===== config.mk =====
export PLATFORM = sky130hd
export DESIGN_NAME = mips16_mc_control_flat
export DESIGN_NICKNAME = d
export VERILOG_FILES = /design/src/rtl/mips16_mc_pkg.sv /design/src/rtl/mips16_mc_control_if.sv /design/src/rtl/mc_wait_timer.sv /design/src/rtl/mips16_mc_control.sv /design/src/flat_wrapper.sv
export SDC_FILE = /design/constraint.sdc
export NUM_CORES = 1
export LEC_CHECK = 0
export CAP_MARGIN = 20
export CORE_AREA = 10 10 62 64
export CTS_CLUSTER_DIAMETER = 100
export DETAILED_ROUTE_END_ITERATION = 10
export DIE_AREA = 0 0 72 74
export PLACE_DENSITY_LB_ADDON = 0.08
export REMOVE_ABC_BUFFERS = 1
export SYNTH_ARGS = -nofsm -noshare
export SYNTH_HDL_FRONTEND = slang
export SYNTH_HIERARCHICAL = 1
export SYNTH_SLANG_ARGS = --single-unit
export TNS_END_PERCENT = 100

===== constraint.sdc =====
create_clock -name clk -period 3.5 [get_ports clk]
set_input_delay 0.525 -clock clk [delete_from_list [all_inputs] [get_ports clk]]
set_output_delay 0.525 -clock clk [all_outputs]
set_load 0.02 [all_outputs]

===== src/rtl/mips16_mc_pkg.sv =====
// Shared encodings for the MIPS16 multi-cycle controller: state codes,
// opcodes and the datapath mux/ALU-class encodings.
package mips16_mc_pkg;

  typedef enum logic [3:0] {
    S_FETCH    = 4'd0,
    S_DECODE   = 4'd1,
    S_MEM_ADDR = 4'd2,
    S_MEM_RD   = 4'd3,
    S_MEM_WB   = 4'd4,
    S_MEM_WR   = 4'd5,
    S_EXEC_R   = 4'd6,
    S_ALU_WB   = 4'd7,
    S_BRANCH   = 4'd8,
    S_JUMP     = 4'd9,
    S_EXEC_I   = 4'd10,
    S_JR       = 4'd11,
    S_ERROR    = 4'd12
  } state_t;

  localparam logic [2:0] OP_RTYPE = 3'b000;
  localparam logic [2:0] OP_ORI   = 3'b001;
  localparam logic [2:0] OP_J     = 3'b010;
  localparam logic [2:0] OP_JAL   = 3'b011;
  localparam logic [2:0] OP_LW    = 3'b100;
  localparam logic [2:0] OP_SW    = 3'b101;
  localparam logic [2:0] OP_BEQ   = 3'b110;
  localparam logic [2:0] OP_ADDI  = 3'b111;

  localparam logic [1:0] ALUOP_FUNCT = 2'b00;
  localparam logic [1:0] ALUOP_SUB   = 2'b01;
  localparam logic [1:0] ALUOP_LOGIC = 2'b10;
  localparam logic [1:0] ALUOP_ADD   = 2'b11;

  localparam logic [1:0] SRCB_REG    = 2'b00;
  localparam logic [1:0] SRCB_TWO    = 2'b01;
  localparam logic [1:0] SRCB_IMM    = 2'b10;
  localparam logic [1:0] SRCB_IMM_SH = 2'b11;

  localparam logic [1:0] PCSRC_ALU    = 2'b00;
  localparam logic [1:0] PCSRC_ALUOUT = 2'b01;
  localparam logic [1:0] PCSRC_JUMP   = 2'b10;
  localparam logic [1:0] PCSRC_JR     = 2'b11;

  localparam logic [1:0] REGDST_RT = 2'b00;
  localparam logic [1:0] REGDST_RD = 2'b01;
  localparam logic [1:0] REGDST_RA = 2'b10;

  localparam logic [1:0] M2R_ALU = 2'b00;
  localparam logic [1:0] M2R_MEM = 2'b01;
  localparam logic [1:0] M2R_PC  = 2'b10;

  localparam int WAIT_W = 8;

  // States that own a memory access and therefore watch mem_ready.
  function automatic logic is_wait_state(state_t s);
    return (s == S_FETCH) || (s == S_MEM_RD) || (s == S_MEM_WR);
  endfunction

endpackage


===== src/rtl/mips16_mc_control_if.sv =====
// Controller <-> datapath bundle: instruction fields and status in,
// enables/selects and controller status out.
interface mips16_mc_control_if;
  logic [2:0] opcode;
  logic [3:0] funct;
  logic       zero;
  logic       mem_ready;

  logic       pc_write;
  logic       pc_write_cond;
  logic       ir_write;
  logic       i_or_d;
  logic       mem_read;
  logic       mem_write;
  logic       reg_write;
  logic [1:0] reg_dst;
  logic [1:0] mem_to_reg;
  logic [1:0] alu_src_b;
  logic [1:0] alu_op;
  logic [1:0] pc_source;
  logic       alu_src_a;
  logic       sign_or_zero;
  logic [3:0] state;
  logic       instr_done;
  logic       timeout_err;

  modport master (
    input  opcode, funct, zero, mem_ready,
    output pc_write, pc_write_cond, ir_write, i_or_d, mem_read, mem_write,
           reg_write, reg_dst, mem_to_reg, alu_src_b, alu_op, pc_source,
           alu_src_a, sign_or_zero, state, instr_done, timeout_err
  );

  modport slave (
    output opcode, funct, zero, mem_ready,
    input  pc_write, pc_write_cond, ir_write, i_or_d, mem_read, mem_write,
           reg_write, reg_dst, mem_to_reg, alu_src_b, alu_op, pc_source,
           alu_src_a, sign_or_zero, state, instr_done, timeout_err
  );
endinterface


===== src/rtl/mc_wait_timer.sv =====
// Memory wait counter: cleared on state entry, counts stalled cycles and
// flags when the next stalled cycle would exhaust the allowed budget.
module mc_wait_timer
  import mips16_mc_pkg::*;
#(
  parameter int LIMIT = 15
) (
  input  logic clk,
  input  logic reset_n,
  input  logic clear,
  input  logic count_en,
  output logic terminal
);

  localparam logic [WAIT_W-1:0] TERM = WAIT_W'(LIMIT - 1);

  logic [WAIT_W-1:0] count_reg;

  always_ff @(posedge clk or negedge reset_n) begin
    if (!reset_n) begin
      count_reg <= '0;
    end else if (clear) begin
      count_reg <= '0;
    end else if (count_en) begin
      count_reg <= count_reg + 1'b1;
    end
  end

  // True during the LIMIT-th stalled cycle; a stall then is a timeout.
  assign terminal = (count_reg >= TERM);

endmodule


===== src/rtl/mips16_mc_control.sv =====
// Multi-cycle MIPS16 control FSM with bounded memory waits and a sticky
// timeout error state left only through reset.
module mips16_mc_control
  import mips16_mc_pkg::*;
#(
  parameter int         MEM_TIMEOUT = 15,
  parameter logic [3:0] JR_FUNCT    = 4'b1000
) (
  input  logic                 clk,
  input  logic                 reset_n,
  mips16_mc_control_if.master  bus
);

  state_t state_reg;
  state_t state_next;
  logic   wait_expired;
  logic   stalled;

  assign stalled = is_wait_state(state_reg) && !bus.mem_ready;

  mc_wait_timer #(
    .LIMIT (MEM_TIMEOUT)
  ) u_wait_timer (
    .clk      (clk),
    .reset_n  (reset_n),
    .clear    (state_next != state_reg),
    .count_en (stalled),
    .terminal (wait_expired)
  );

  always_ff @(posedge clk or negedge reset_n) begin
    if (!reset_n) begin
      state_reg <= S_FETCH;
    end else begin
      state_reg <= state_next;
    end
  end

  always_comb begin
    state_next = state_reg;
    unique case (state_reg)
      S_FETCH: begin
        if (bus.mem_ready)     state_next = S_DECODE;
        else if (wait_expired) state_next = S_ERROR;
      end
      S_DECODE: begin
        unique case (bus.opcode)
          OP_RTYPE:        state_next = (bus.funct == JR_FUNCT) ? S_JR : S_EXEC_R;
          OP_ORI, OP_ADDI: state_next = S_EXEC_I;
          OP_J, OP_JAL:    state_next = S_JUMP;
          OP_LW, OP_SW:    state_next = S_MEM_ADDR;
          default:         state_next = S_BRANCH;
        endcase
      end
      S_MEM_ADDR: begin
        if (bus.opcode == OP_LW)      state_next = S_MEM_RD;
        else if (bus.opcode == OP_SW) state_next = S_MEM_WR;
        else                          state_next = S_FETCH;
      end
      S_MEM_RD: begin
        if (bus.mem_ready)     state_next = S_MEM_WB;
        else if (wait_expired) state_next = S_ERROR;
      end
      S_MEM_WR: begin
        if (bus.mem_ready)     state_next = S_FETCH;
        else if (wait_expired) state_next = S_ERROR;
      end
      S_EXEC_R, S_EXEC_I:                     state_next = S_ALU_WB;
      S_MEM_WB, S_ALU_WB, S_BRANCH, S_JUMP, S_JR: state_next = S_FETCH;
      S_ERROR:                                state_next = S_ERROR;
      default:                                state_next = S_FETCH;
    endcase
  end

  always_comb begin
    bus.pc_write      = 1'b0;
    bus.pc_write_cond = 1'b0;
    bus.ir_write      = 1'b0;
    bus.i_or_d        = 1'b0;
    bus.mem_read      = 1'b0;
    bus.mem_write     = 1'b0;
    bus.reg_write     = 1'b0;
    bus.reg_dst       = REGDST_RT;
    bus.mem_to_reg    = M2R_ALU;
    bus.alu_src_b     = SRCB_REG;
    bus.alu_op        = ALUOP_FUNCT;
    bus.pc_source     = PCSRC_ALU;
    bus.alu_src_a     = 1'b0;
    bus.sign_or_zero  = 1'b1;
    bus.instr_done    = 1'b0;
    bus.timeout_err   = 1'b0;

    unique case (state_reg)
      S_FETCH: begin
        bus.mem_read  = 1'b1;
        bus.alu_src_b = SRCB_TWO;
        bus.alu_op    = ALUOP_ADD;
        // Reset is asynchronous, so the completion strobes are gated with it
        // to keep a held reset from latching IR or advancing PC.
        bus.ir_write  = bus.mem_ready && reset_n;
        bus.pc_write  = bus.mem_ready && reset_n;
      end
      S_DECODE: begin
        bus.alu_src_b = SRCB_IMM_SH;
        bus.alu_op    = ALUOP_ADD;
      end
      S_MEM_ADDR: begin
        bus.alu_src_a = 1'b1;
        bus.alu_src_b = SRCB_IMM;
        bus.alu_op    = ALUOP_ADD;
      end
      S_MEM_RD: begin
        bus.mem_read = 1'b1;
        bus.i_or_d   = 1'b1;
      end
      S_MEM_WB: begin
        bus.reg_write  = 1'b1;
        bus.mem_to_reg = M2R_MEM;
        bus.instr_done = 1'b1;
      end
      S_MEM_WR: begin
        bus.mem_write  = 1'b1;
        bus.i_or_d     = 1'b1;
        bus.instr_done = bus.mem_ready;
      end
      S_EXEC_R: begin
        bus.alu_src_a = 1'b1;
      end
      S_EXEC_I: begin
        bus.alu_src_a = 1'b1;
        bus.alu_src_b = SRCB_IMM;
        if (bus.opcode == OP_ORI) begin
          bus.alu_op       = ALUOP_LOGIC;
          bus.sign_or_zero = 1'b0;
        end else begin
          bus.alu_op       = ALUOP_ADD;
        end
      end
      S_ALU_WB: begin
        bus.reg_write  = 1'b1;
        bus.reg_dst    = (bus.opcode == OP_RTYPE) ? REGDST_RD : REGDST_RT;
        bus.instr_done = 1'b1;
      end
      S_BRANCH: begin
        bus.alu_src_a     = 1'b1;
        bus.alu_op        = ALUOP_SUB;
        bus.pc_write_cond = 1'b1;
        bus.pc_source     = PCSRC_ALUOUT;
        bus.instr_done    = 1'b1;
      end
      S_JUMP: begin
        bus.pc_write   = 1'b1;
        bus.pc_source  = PCSRC_JUMP;
        bus.instr_done = 1'b1;
        if (bus.opcode == OP_JAL) begin
          bus.reg_write  = 1'b1;
          bus.reg_dst    = REGDST_RA;
          bus.mem_to_reg = M2R_PC;
        end
      end
      S_JR: begin
        bus.pc_write   = 1'b1;
        bus.pc_source  = PCSRC_JR;
        bus.instr_done = 1'b1;
      end
      S_ERROR: begin
        bus.timeout_err = 1'b1;
      end
      default: begin
      end
    endcase
  end

  assign bus.state = state_reg;

endmodule


===== src/flat_wrapper.sv =====
// flat-port wrapper written by rule: the top's interface ports become plain ports
module mips16_mc_control_flat import mips16_mc_pkg::*;
#(
  parameter int         MEM_TIMEOUT = 15,
  parameter logic [3:0] JR_FUNCT    = 4'b1000
)
  (clk, reset_n, bus_opcode, bus_funct, bus_zero, bus_mem_ready, bus_pc_write, bus_pc_write_cond, bus_ir_write, bus_i_or_d, bus_mem_read, bus_mem_write, bus_reg_write, bus_reg_dst, bus_mem_to_reg, bus_alu_src_b, bus_alu_op, bus_pc_source, bus_alu_src_a, bus_sign_or_zero, bus_state, bus_instr_done, bus_timeout_err);
  mips16_mc_control_if bus_i ();
  input  logic clk;
  input  logic reset_n;
  input wire logic [$bits(bus_i.opcode)-1:0] bus_opcode;
  input wire logic [$bits(bus_i.funct)-1:0] bus_funct;
  input wire logic [$bits(bus_i.zero)-1:0] bus_zero;
  input wire logic [$bits(bus_i.mem_ready)-1:0] bus_mem_ready;
  output wire logic [$bits(bus_i.pc_write)-1:0] bus_pc_write;
  output wire logic [$bits(bus_i.pc_write_cond)-1:0] bus_pc_write_cond;
  output wire logic [$bits(bus_i.ir_write)-1:0] bus_ir_write;
  output wire logic [$bits(bus_i.i_or_d)-1:0] bus_i_or_d;
  output wire logic [$bits(bus_i.mem_read)-1:0] bus_mem_read;
  output wire logic [$bits(bus_i.mem_write)-1:0] bus_mem_write;
  output wire logic [$bits(bus_i.reg_write)-1:0] bus_reg_write;
  output wire logic [$bits(bus_i.reg_dst)-1:0] bus_reg_dst;
  output wire logic [$bits(bus_i.mem_to_reg)-1:0] bus_mem_to_reg;
  output wire logic [$bits(bus_i.alu_src_b)-1:0] bus_alu_src_b;
  output wire logic [$bits(bus_i.alu_op)-1:0] bus_alu_op;
  output wire logic [$bits(bus_i.pc_source)-1:0] bus_pc_source;
  output wire logic [$bits(bus_i.alu_src_a)-1:0] bus_alu_src_a;
  output wire logic [$bits(bus_i.sign_or_zero)-1:0] bus_sign_or_zero;
  output wire logic [$bits(bus_i.state)-1:0] bus_state;
  output wire logic [$bits(bus_i.instr_done)-1:0] bus_instr_done;
  output wire logic [$bits(bus_i.timeout_err)-1:0] bus_timeout_err;
  assign bus_i.opcode = bus_opcode;
  assign bus_i.funct = bus_funct;
  assign bus_i.zero = bus_zero;
  assign bus_i.mem_ready = bus_mem_ready;
  assign bus_pc_write = bus_i.pc_write;
  assign bus_pc_write_cond = bus_i.pc_write_cond;
  assign bus_ir_write = bus_i.ir_write;
  assign bus_i_or_d = bus_i.i_or_d;
  assign bus_mem_read = bus_i.mem_read;
  assign bus_mem_write = bus_i.mem_write;
  assign bus_reg_write = bus_i.reg_write;
  assign bus_reg_dst = bus_i.reg_dst;
  assign bus_mem_to_reg = bus_i.mem_to_reg;
  assign bus_alu_src_b = bus_i.alu_src_b;
  assign bus_alu_op = bus_i.alu_op;
  assign bus_pc_source = bus_i.pc_source;
  assign bus_alu_src_a = bus_i.alu_src_a;
  assign bus_sign_or_zero = bus_i.sign_or_zero;
  assign bus_state = bus_i.state;
  assign bus_instr_done = bus_i.instr_done;
  assign bus_timeout_err = bus_i.timeout_err;
  mips16_mc_control #(.MEM_TIMEOUT(MEM_TIMEOUT), .JR_FUNCT(JR_FUNCT)) u_core (.clk(clk), .reset_n(reset_n), .bus(bus_i));
endmodule

==> metrics.txt, run 1 <==
number of remaining DRC errors=0; Post-Syn Area per Cell=8.18 um2; Seq cells post-synth=12; chip width=72 um; worst-skew pair later-pin latency=0.26 ns; post-synthesis cell type count=54; Synth Cell Area=1180 um2; Root Driver=clkbuf_4; Final Hold Viols=0; Max Root-Sink Buffers=2; WS Path Type=reg2out; drt first pass iters=4; CP Max Fanout=25; ratio of cells with drive above 1 in the final layout=between 10% and 20%; CTS Hold Buffers Added=0; P_leak=approximately 0.6 nW; crit start category=flop; combinational group share of total power=67.3%; Final Setup Violations=0; Layout Area Growth over Synthesis=30.0%; setup TNS=0 ns; switch share=49.3%; Rel. slew slack=51.5%; maximum VDD drop=0.000503 V; Antenna Nets Post-Route=0; internal power component=between 0.5 and 0.6 mW; synth warn=6; first-pass GRT wire length=5.69 mm; met2 Usage GRT=between 20% and 30%; Final min period=3.16 ns; Setup Skew=~0.0007 ns; sinks on the clock net=12; Post-DP HPWL=approximately 2.5 mm; sequential power share=23.7%; launch point of the worst path=u_core/bus.state[3]; clock slew at reported path FFs=0.07 ns; NetSw=0.581 mW; worst endpoint data arrival time=around 2.6 ns; row count=19; # diodes=0; GRT Residual Overflow=0; CTS buffer count=3; I/O Pins=36; status=finished clean; H-tree Lvls=1; max FFs per register=8; global-route usage over all layers=12.7%; Post-synth EDFFs=0; GR peak layer=met2; sequential area share after synthesis=around a quarter; Core ar.=between 2000 and 3000 um2; routability cong.=0.861; via density per instance=5.84; Non-Filler Instances=about 200; total die area=5330 um2; RSZ-0062 raised after global routing=no; # placed instances=200; Power Density=769 nW/um2; asr flop ratio synth=100%; Critical Path RT=2.97 ns; largest net degree at the start of global routing=26; met1 GRT Util=about 14%; chip height=74 um; Max Freq=0.316 GHz; fin crit share=90.3%; Clk network pwr share=under 10%; nets=187; # Post-CTS Setup Buffers=0; crit end category=output pin; vias in the first global route=1221; Hold Crit Class=in2async; ys flop type=dfrtp_1; RR Startpoint=u_core/bus.state[3]; IO buf count=34; routed len/inst=around 16 um; initial antenna violation count=0; Synth Instances=144; CTS tree=yes; # Max-Cap Violations=0; Worst-Margin Slew=0.728 ns; CTS resizes=0; via count=1191; Initial Util=44.3%; number of DRC markers in iteration 0=slightly above 100; GR Util met3=6.12%; max-slew violation count=0; routed wire length=roughly 3.3 mm; post-layout util=57.6%
==> metrics by stage <==
stage	setup slack [ns]	hold slack, ns	area (um2)	power, mW
final	0.339	0.553	1530	1.18
after global routing	0.0994	0.557	1530	1.27
after CTS	0.321	0.547	1530	1.19
after detailed placement	0.337	0.561	1500	1.07
after global placement	0.369	0.553	1500	1.07
after floorplan	0.649	0.229	1090	0.720
==> placed cells by master (no fill, tap or decap), drive strengths merged, types with 3 or more instances in the layout <==
cell / n
a21oi: 9
buf: 4
clkbuf: 4
clkdlybuf4s50: 34
dfrtp: 12
inv: 5
nand2: 9
nand2b: 5
nor2: 17
nor3: 8
nor4: 3
o2111ai: 3
o21ai: 7
or2: 4
or3: 4
xor2: 4
==> cell usage after synthesis, drive strengths merged (3+ instances only) <==
cell type	count	area [um2]
nor2	17	63.8
buf	13	91.3
dfrtp	12	300
a21oi	9	48.8
nand2	9	33.8
nor3	8	45.0
o21ai	7	35.0
inv	5	18.8
nand2b	5	38.8
or2	4	25.0
or3	4	25.0
xor2	4	35.0
nor4	3	25.0
o2111ai	3	26.3
==> routing by layer <==
layer  routed length [um]  share of wire [%]  vias to the layer above
met3                  375                 11                        2
met1                 1320                 40                      567
met5                    0                  0                        -
met4                   27               0.81                        0
met2                 1610                 48                       34
li1                     -                  -                      588
==> power by group through the flow <==
stage                     registers (mW)  clock network (mW)  logic, mW
after floorplan                    0.275                   0      0.445
after global placement             0.281                   0      0.786
after detailed placement           0.281                   0      0.787
after CTS                          0.279               0.112      0.795
after global routing               0.295               0.116      0.860
final                              0.279               0.107      0.793
==> critical path, stage by stage, from the launching register on <==
cell             delay (ns)
dfrtp_1                0.81
nand2b_4               0.15
or2_2                  0.32
nor4_2                 0.30
o21bai_1               0.16
clkdlybuf4s50_1        0.62
==> cell type report <==
type / count / area (um2)
clock buffers: 4 / 36.3
fillers: 247 / 1130
inverters: 5 / 18.8
multi-input cells: 114 / 768
flip-flops and latches: 12 / 300
well taps: 31 / 38.8
repair buffers: 38 / 370
==> logic make-up (layout without fill, tap and decap cells) <==
kind of cell	after synthesis	after routing	share of synthesized area [%]
xor gates and xnor gates	5	5	3.72
AOI/OAI and AO/OA	39	39	24.8
adders and majority gates	2	2	2.12
and+or+nand+nor	68	68	34.5
buffers and inverters	18	47	9.34
DFF	12	12	25.5
==> path summary, 6_finish.rpt <==
path	endpoint	slack, ns	depth (start not counted)
max	bus_reg_write	0.34	5
min	u_core/u_wait_timer/count_reg[1]	0.55	2
max reg2reg	u_core/u_wait_timer/count_reg[7]	0.55	8
min reg2reg	u_core/u_wait_timer/count_reg[7]	0.58	2
max in group asynchronous	u_core/u_wait_timer/count_reg[4]	2.79	2
min in group clk	u_core/u_wait_timer/count_reg[7]	0.58	2
Power figures use the tool's default switching activity.
==> run 2: changes to the inputs <==
Settings changed: CTS_CLUSTER_SIZE from default to 25.
==> results of run 2 <==
No change in the layout: final DEF, timing and power equal those of run 1.
